==> src/rtl/dram_burst_ctrl_pkg.sv <==
// Shared types and defaults for the L1-to-DRAM burst controller.
// Line geometry defaults match the L1 datapath.
package dram_burst_ctrl_pkg;

  localparam int unsigned LINE_WORDS_DEF = 8;
  localparam int unsigned DATA_W_DEF     = 32;
  localparam int unsigned ADDR_W_DEF     = 32;

  typedef enum logic [2:0] {
    ST_IDLE     = 3'd0,
    ST_WR_BURST = 3'd1,
    ST_RD_ISSUE = 3'd2,
    ST_RD_DRAIN = 3'd3,
    ST_ACK      = 3'd4,
    ST_RELEASE  = 3'd5
  } state_t;

  // States in which read returns are accepted into the line buffer.
  function automatic logic is_read_state(input state_t s);
    return (s == ST_RD_ISSUE) || (s == ST_RD_DRAIN);
  endfunction

endpackage

==> src/rtl/dram_line_buffer.sv <==
// Holds the latched victim line and assembles the refill line word by word.
// The refill line is published to the L1 only on commit, so it stays stable between reads.
module dram_line_buffer #(
  parameter int unsigned LINE_WORDS = 8,
  parameter int unsigned DATA_W     = 32
) (
  input  logic                             clk,
  input  logic                             rst,
  input  logic                             load,
  input  logic [LINE_WORDS*DATA_W-1:0]     wline_in,
  input  logic                             cap,
  input  logic [$clog2(LINE_WORDS)-1:0]    cap_idx,
  input  logic [DATA_W-1:0]                cap_data,
  input  logic                             commit,
  input  logic [$clog2(LINE_WORDS)-1:0]    sel_idx,
  output logic [DATA_W-1:0]                sel_word_c,
  output logic [LINE_WORDS*DATA_W-1:0]     rline
);

  typedef logic [LINE_WORDS-1:0][DATA_W-1:0] line_t;

  line_t wline_q, wline_d;
  line_t asm_q, asm_d;
  line_t rline_q;

  // Next-state view lets the beat mux serve the word being latched this cycle.
  always_comb begin
    wline_d = wline_q;
    asm_d   = asm_q;
    if (load) wline_d = wline_in;
    if (cap)  asm_d[cap_idx] = cap_data;
  end

  assign sel_word_c = wline_d[sel_idx];
  assign rline      = rline_q;

  always_ff @(posedge clk or posedge rst) begin
    if (rst) begin
      wline_q <= '0;
      asm_q   <= '0;
      rline_q <= '0;
    end else begin
      wline_q <= wline_d;
      asm_q   <= asm_d;
      if (commit) rline_q <= asm_d;
    end
  end

endmodule

==> src/rtl/dram_burst_ctrl.sv <==
// Turns one L1 line request into LINE_WORDS single-word beats on the external
// memory bus, assembling refill data and acking the L1 once the line is done.
module dram_burst_ctrl
  import dram_burst_ctrl_pkg::*;
#(
  parameter int unsigned LINE_WORDS = LINE_WORDS_DEF,
  parameter int unsigned ADDR_W     = ADDR_W_DEF,
  parameter int unsigned DATA_W     = DATA_W_DEF
) (
  input  logic                         clk,
  input  logic                         rst,
  input  logic                         dram_cs,
  input  logic                         dram_we,
  input  logic [ADDR_W-1:0]            dram_addr,
  input  logic [LINE_WORDS*DATA_W-1:0] dram_wdata,
  output logic [LINE_WORDS*DATA_W-1:0] dram_rdata,
  output logic                         dram_ack,
  output logic                         mem_req,
  output logic                         mem_we,
  output logic [ADDR_W-1:0]            mem_addr,
  output logic [DATA_W-1:0]            mem_wdata,
  input  logic                         mem_gnt,
  input  logic [DATA_W-1:0]            mem_rdata,
  input  logic                         mem_rvalid
);

  localparam int unsigned LWB       = $clog2(LINE_WORDS);
  localparam int unsigned CW        = LWB + 1;
  localparam int unsigned BYTE_BITS = $clog2(DATA_W / 8);
  localparam int unsigned OFF_BITS  = LWB + BYTE_BITS;

  state_t            state, next_state;
  logic [CW-1:0]     issue_cnt, issue_cnt_d;
  logic [CW-1:0]     ret_cnt, ret_cnt_d;
  logic [ADDR_W-1:0] base_q, base_d;

  logic grant, last_grant, cap, last_ret, ret_full, load, commit;
  logic              mem_req_d, mem_we_d, dram_ack_d;
  logic [ADDR_W-1:0] mem_addr_d;
  logic [DATA_W-1:0] mem_wdata_d, sel_word_c;
  logic              unused_addr_bits;

  assign unused_addr_bits = ^dram_addr[OFF_BITS-1:0];

  assign grant      = mem_req & mem_gnt;
  assign last_grant = grant && (issue_cnt == CW'(LINE_WORDS - 1));
  assign ret_full   = (ret_cnt == CW'(LINE_WORDS));
  assign cap        = mem_rvalid && is_read_state(state) && !ret_full;
  assign last_ret   = cap && (ret_cnt == CW'(LINE_WORDS - 1));
  assign load       = (state == ST_IDLE) && dram_cs;
  assign commit     = is_read_state(state) && (next_state == ST_ACK);

  always_ff @(posedge clk or posedge rst) begin
    if (rst) state <= ST_IDLE;
    else     state <= next_state;
  end

  always_comb begin
    next_state = state;
    case (state)
      ST_IDLE:     if (dram_cs) next_state = dram_we ? ST_WR_BURST : ST_RD_ISSUE;
      ST_WR_BURST: if (last_grant) next_state = ST_ACK;
      ST_RD_ISSUE: if (last_grant) next_state = (last_ret || ret_full) ? ST_ACK : ST_RD_DRAIN;
      ST_RD_DRAIN: if (last_ret || ret_full) next_state = ST_ACK;
      ST_ACK:      next_state = ST_RELEASE;
      ST_RELEASE:  if (!dram_cs) next_state = ST_IDLE;
      default:     next_state = ST_IDLE;
    endcase
  end

  // Next values for counters, base and the registered bus outputs.
  always_comb begin
    issue_cnt_d = issue_cnt;
    ret_cnt_d   = ret_cnt;
    base_d      = base_q;
    if (state == ST_IDLE) begin
      issue_cnt_d = '0;
      ret_cnt_d   = '0;
    end
    if (state == ST_WR_BURST || state == ST_RD_ISSUE) issue_cnt_d = issue_cnt + CW'(grant);
    if (is_read_state(state)) ret_cnt_d = ret_cnt + CW'(cap);
    if (load) base_d = {dram_addr[ADDR_W-1:OFF_BITS], OFF_BITS'(0)};

    mem_req_d   = (next_state == ST_WR_BURST) || (next_state == ST_RD_ISSUE);
    mem_we_d    = (next_state == ST_WR_BURST);
    mem_addr_d  = mem_addr;
    mem_wdata_d = mem_wdata;
    dram_ack_d  = (state == ST_ACK);
    // Beat offset wraps inside the line; the base keeps its aligned upper bits.
    if (mem_req_d)
      mem_addr_d = {base_d[ADDR_W-1:OFF_BITS], issue_cnt_d[LWB-1:0], BYTE_BITS'(0)};
    if (mem_we_d) mem_wdata_d = sel_word_c;
  end

  always_ff @(posedge clk or posedge rst) begin
    if (rst) begin
      issue_cnt <= '0;
      ret_cnt   <= '0;
      base_q    <= '0;
      mem_req   <= 1'b0;
      mem_we    <= 1'b0;
      mem_addr  <= '0;
      mem_wdata <= '0;
      dram_ack  <= 1'b0;
    end else begin
      issue_cnt <= issue_cnt_d;
      ret_cnt   <= ret_cnt_d;
      base_q    <= base_d;
      mem_req   <= mem_req_d;
      mem_we    <= mem_we_d;
      mem_addr  <= mem_addr_d;
      mem_wdata <= mem_wdata_d;
      dram_ack  <= dram_ack_d;
    end
  end

  dram_line_buffer #(
    .LINE_WORDS (LINE_WORDS),
    .DATA_W     (DATA_W)
  ) u_line_buffer (
    .clk        (clk),
    .rst        (rst),
    .load       (load),
    .wline_in   (dram_wdata),
    .cap        (cap),
    .cap_idx    (ret_cnt[LWB-1:0]),
    .cap_data   (mem_rdata),
    .commit     (commit),
    .sel_idx    (issue_cnt_d[LWB-1:0]),
    .sel_word_c (sel_word_c),
    .rline      (dram_rdata)
  );

endmodule
==> config.mk <==
export PLATFORM = sky130hd
export DESIGN_NAME = dram_burst_ctrl
export DESIGN_NICKNAME = d
export VERILOG_FILES = /design/src/rtl/dram_burst_ctrl_pkg.sv /design/src/rtl/dram_line_buffer.sv /design/src/rtl/dram_burst_ctrl.sv
export SDC_FILE = /design/constraint.sdc
export NUM_CORES = 2
export LEC_CHECK = 0
export BUFFER_PORTS_ARGS = -buffer_cell sky130_fd_sc_hd__buf_2
export CORE_MARGIN = 2
export CORE_UTILIZATION = 40
export DETAILED_ROUTE_END_ITERATION = 12
export GPL_ROUTABILITY_DRIVEN = 0
export PLACE_DENSITY_LB_ADDON = 0.15
export REMOVE_ABC_BUFFERS = 1
export SKIP_CTS_REPAIR_TIMING = 1
export SLEW_MARGIN = 20
export SYNTH_ARGS = -nofsm -noshare
export SYNTH_HDL_FRONTEND = slang
export SYNTH_SLANG_ARGS = --single-unit
==> constraint.sdc <==
create_clock -name clk -period 30.2 [get_ports clk]
set_clock_uncertainty 0.1 [all_clocks]
set_input_delay 1.51 -clock clk [delete_from_list [all_inputs] [get_ports clk]]
set_output_delay 1.51 -clock clk [all_outputs]
set_load 0.01 [all_outputs]
Word level (Yosys, flattened, before mapping)
Cells that the tools add are included.
- logic and storage cells: 86
- output and inout bits: 323
- bits of input ports: 326
- flip-flop bits (word level): 871
- reduce and logical (&&, ||, !) cells: 15
- eq/ne operators: 11
- $lt $le $gt $ge: 3
- add/sub/neg operators: 2
- bitwise gates (word level): 1
- mux-type cells: 20
- operator list (cell ; number):
    $mux W256 ; 2
    $bwmux W256 ; 1
    $bmux W32 S3 ; 1
    $demux W32 S3 ; 1
    $mux W32 ; 3
    $mux W3 ; 6
    $pmux W3 S6 ; 1
    $mux W4 ; 4
    $eq A3 B2 Y1 const B ; 3
    $eq A3 B3 Y1 const B ; 3
    $add A4 B1 Y4 ; 2
    $eq A4 B3 Y1 const B ; 2
    $lt A3 B4 Y1 const B ; 2
    $logic_and A1 B1 Y1 ; 7
    $eq A3 B1 Y1 const B ; 2
    $eq A4 B4 Y1 const B ; 1
    $logic_or A1 B1 Y1 ; 4
    $reduce_bool A2 Y1 ; 2
    $ge A3 B1 Y1 const B ; 1
    $logic_not A3 Y1 ; 1
    $mux W2 ; 1
    $and A1 B1 Y1 ; 1
    $logic_not A1 Y1 ; 1

Longest topological paths before layout
- depth in word-level cells: 11
- gate-level depth with buffers: 11
- depth with buffers taken out: 10

Modules after synthesis
From an unflattened synthesis, not the netlist that was laid out.
- cells, all modules: 2184
- area total of the unflattened synthesis: 37392.1 um2
- modules (own cells, without submodules) (module ; cells an instance ; times used ; area each (um2) ; sequential area each (um2)):
    dram_line_buffer ; 1899 ; 1 ; 32910.3 ; 19218.4
    dram_burst_ctrl ; 285 ; 1 ; 4481.8 ; 2577.5

Worst setup path after synthesis
Ideal clock, no wire load.
- kind: input -> register
- start point: input port mem_gnt
- end point: register mem_wdata[10]
- arrival time: 3318 ps
- path buffers: 1
- library setup time: 87 ps
- required time: 30013 ps
- stages: 11
- setup slack: 26696 ps
- cell sequence: nand2_1 > inv_1 > ha_1 > ha_1 > nand2b_1 > nor2_1 > a21oi_1 > inv_1 > clkbuf_1 > a311o_1 > o211ai_1
- word-level cells in the longest chain between the ends: 5
- elaborated cells on any way between the ends: 10
- classes of those cells: add/sub (1); eq/ne (1); mux (6); bitwise (1); reduce/logical (1)
- RTL lines (item ; RTL line ; RTL):
    from (decl) ; dram_burst_ctrl.sv:22 ; input logic mem_gnt,
    $and A1 B1 Y1 * ; dram_burst_ctrl.sv:45 ; assign grant = mem_req & mem_gnt;
    $add A4 B1 Y4 / $logic_and A1 B1 Y1 (equally long branches) ; dram_burst_ctrl.sv:80, dram_burst_ctrl.sv:46 ;
    $mux W4 (tied with other cells) ; dram_burst_ctrl.sv:80 ; if (state == ST_WR_BURST || state == ST_RD_ISSUE) issue_cnt_d = issue_cnt + CW'(grant);
    $bmux W32 S3 / $pmux W3 S6 (equally long branches) ; dram_line_buffer.sv:34, dram_burst_ctrl.sv:60 ;
    $mux W32 (implied by the code) / $eq A3 B1 Y1 (equally long branches) ; dram_line_buffer.sv:34, dram_burst_ctrl.sv:85 ;
    to (signal assigned) ; dram_burst_ctrl.sv:112 ; mem_wdata <= mem_wdata_d;
    to (decl) ; dram_burst_ctrl.sv:21 ; output logic [DATA_W-1:0] mem_wdata,
Mark *: on every way between the ends. The rest lies on a longest branch, timed or not. The select of a mux whose other input is x is not followed.
A chain may end at the register's enable or synchronous reset.

==> run summary <==
After detailed routing, the number of remaining DRC violations is 0. Setup repair after global routing left no endpoint under its margin. The largest fanout of any net on the critical path came out at 149. The mean post-synth cell area is 12.37 µm². Sorting the synthesized cells by how often they occur yields 957 x nand2_1, 871 x dfrtp_1, 362 x mux2_2.

The number of setup violations in the final report is 0. The worst hold path begins at u_line_buffer.wline_q[38]. The synthesis-stage register bit count came out at 871. STA puts the critical path data required time at roughly 31 ns.

The critical path in this run is classified as input port to asynchronous set/reset pin. The final critical path time including I/O delays and setup is about 4.9 ns. In this run the clock root is driven by a clkbuf_16. The total clock buffers created by CTS came out at 94. The final count of hold timing violations came to 0. The hold-critical path depth came out at 2. The count of routing violations after the opening detailed-route iteration came out at ~1600. The largest family of logic cells by synthesized area is multiplexers. The worst hold path belongs to the class flip-flop to flip-flop.

Prior to clock tree synthesis, the placed netlist has a worst setup slack of 24.34 ns. By area the synthesized netlist is led by dfrtp_1 60%, mux2_2 11%, nand2_1 10%. The synthesis warning total came out at 0. The destination of the worst register-to-register timing path is mem_wdata[12]. The flow ran to the end, and the final reports show no timing, DRC or antenna violations. The synthesized design spends more area on one cell type than any other, namely dfrtp_1. Compared with the post-synthesis result, the final layout area differs by 19.63%.

The final count of pins violating max slew is 0. The kind of end point of the critical path is an asynchronous set/reset pin. The number of enable-type register cells in the synthesized netlist came out at 0. The total routing resource utilization after global routing is 20.71%. The pin count of the biggest net entering global routing is slightly below 200. The detailed-route vias per instance is just under 5. The initial core utilization came out at ~40%. Multiplexer cells account for between 20% and 30% of the synthesized area. The distinct cell type count of the synthesized netlist came out at 53. The sum of net half-perimeters after detailed placement is between 50000 and 60000 µm. The setup slack of the critical path after layout is ~25 ns. The period utilization is between 10% and 20%.

After the last flow step, the layout net total stands at 3837. The CTS tree is yes. By instance count, the leading cell after synthesis is nand2_1. The proportion of netlist area held by the largest area contributor is approximately three fifths. The sum of negative setup slack is 0 ns. After synthesis the cells add up to around 0.036 mm².

The area of the core came out at 0.08974 mm². The floorplan step set the die height to a little over 300 µm. The share of final-layout standard cells stronger than drive strength 1 is roughly two fifths. The register-to-register path setup slack came out at 25.88 ns.

The count of port buffers added during placement is about 640. The number of top-level design ports came out at 649. Detailed routing inserted a total of about 24000 vias. The slew at the pin closest to its max-slew limit came out at approximately 1.0 ns. The synthesized netlist devotes roughly 4.5% of its cell area to compound gates. The depth of the worst register-to-register path is 8.

The filler cell count is 8314. Across the whole layout, storage elements account for 0.02180 mm². Once detail routing completed, the nets flagged for antenna violations numbered 0.

The first-pass GRT wire length is between 100000 and 150000 µm. The average wire length per cell after detail routing came out at a little over 20 µm. The most used flip-flop cell after synthesis is dfrtp_1. The area used by multi-input combinational logic is approximately 0.013 mm². For this run the aggregate overflow at the end of global routing stands at 0. The worst hold path terminates at u_line_buffer.wline_q[38]. The post-synthesis share of cell area spent on xor and xnor gates is less than 1%.

The number of maximum-capacitance violations is 0. In this run the critical register-to-register path is launched from state[1]. The number of antenna violations at the first check in global routing came out at 50. The number of H-tree branching levels is 3. The areal power density over the cells came out at slightly above 100 mW/mm². The total length of routed wires came out at 96700 µm. Summing the areas of all and, or, nand and nor instances in the mapped netlist gives between 10% and 20% of the synthesized area. Headroom to the max-slew limit came out at roughly a third. The floorplan die area came out at 0.09267 mm².

The row count came out at 110. The maximum clock frequency came out at 0.2026 GHz. The share of synthesized flip-flops with an asynchronous set or reset is between 90% and 100%. After Yosys synthesis, full adders, half adders and majority gates account for less than 1% of the synthesized area.

IR analysis of the VDD net gives a maximum drop of a little over 0.1 mV. The pre-antenna-repair detailed-routing pass consisted of 5 iterations. The clock sink total is ~870.

The width of the die is 304.4 µm. The static leakage came out at between 20 and 25 nW. The number of global-route vias before repair came out at 24360. The latest clock arrival within the worst-skew pair is ~0.66 ns. The buffer depth of the longest clock path is 3. The total design power came out at around 4.4 mW. STA classifies the critical path startpoint as an input port. The worst endpoint data arrival time came out at ~5.5 ns. The share of the yosys chip area belonging to registers is about three fifths. After clock tree synthesis, the clock-pin slew on the worst setup and hold paths is around 0.050 ns.

Synthesis produced 2918 cells.
kinds of logic (layout without fill, tap and decap cells):
group	after synthesis	count (layout)
buffers and inverters	191	852
xor gates and xnor gates	2	2
other	1	23
muxes	578	578
and+or+nand+nor	1053	1053
adders and majority gates	5	5
DFF	871	871
AOI/OAI and AO/OA	217	217
where the power goes:
part,total (mW),internal [mW],switching (mW)
logic,1.40,0.627,0.775
clock network,1.15,0.673,0.479
registers,1.82,1.62,0.196
registers in the layout (all words and copies together) (netlist names):
name                   count
state                      3
mem_addr                  30
u_line_buffer.wline_q    256
dram_ack                   1
base_q                    27
mem_we                     1
u_line_buffer.rline      256
mem_req                    1
u_line_buffer.asm_q      256
mem_wdata                 32
ret_cnt                    4
issue_cnt                  4
critical path, cell delays in order:
cell and delay (ns):
buf_2 0.13, inv_8 0.43, buf_4 0.80, buf_12 0.63
buf_4 0.81, buf_4 0.84
cells in the final DEF, fill, tap and decap left out, drive strengths merged, types with 3 or more instances in the layout:
cell,instances
buf,675
o221ai,32
a211oi,32
clkbuf,143
o21ai,6
diode,21
a22o,3
mux2,577
clkinv,17
nand3b,3
inv,10
nor3,5
and2,34
nand2b,3
a21oi,40
nor2,38
ha,4
nand3,4
a31oi,27
bufinv,5
o211ai,32
nand2,957
a311o,33
dfrtp,871
worst max path at each step:
| stage | from | slack, ns | endpoint |
|---|---|---|---|
| 4_1_cts | rst | 25.06 | u_line_buffer.wline_q[165] |
| 3_5_place_dp | rst | 24.34 | u_line_buffer.asm_q[244] |
| 6_report | rst | 25.26 | u_line_buffer.wline_q[133] |
| 5_1_grt | rst | 24.54 | u_line_buffer.wline_q[180] |
| 2_1_floorplan | rst | 4.11 | base_q[10] |
| 3_3_place_gp | rst | 24.30 | u_line_buffer.asm_q[244] |
routing by layer:
metal | GRT usage, % | vias up | wire (µm)
li1 | - | 11050 | -
met1 | 26.99 | 11750 | 42110
met2 | 33.08 | 597 | 45430
met3 | 6.519 | 181 | 6739
met4 | 6.217 | 56 | 2061
met5 | 0 | - | 359
area by class of cell:
class                      instances  share of cell area, %
sequential                       871                  50.47
multi-input combinational       1857                  30.59
timing repair buffer             675                  8.173
clock buffer                     143                  6.382
tap                             1176                  3.407
clock inverter                    26                 0.7735
antenna                           21                 0.1217
inverter                           8                0.08981
through the flow:
stage               std cells  hold WS (ns)  area (µm²)  util, %
CTS                      4756        0.3693       43130    48.07
floorplan                2736        0.3374       34930        -
finish                   4777        0.3615       43190    48.13
detailed placement       4587        0.3545       40040    44.62
global placement         4587        0.3509       40040    44.62
global route             4770        0.3780       43170    48.11
Note: power is estimated with default switching activity, not from simulation.
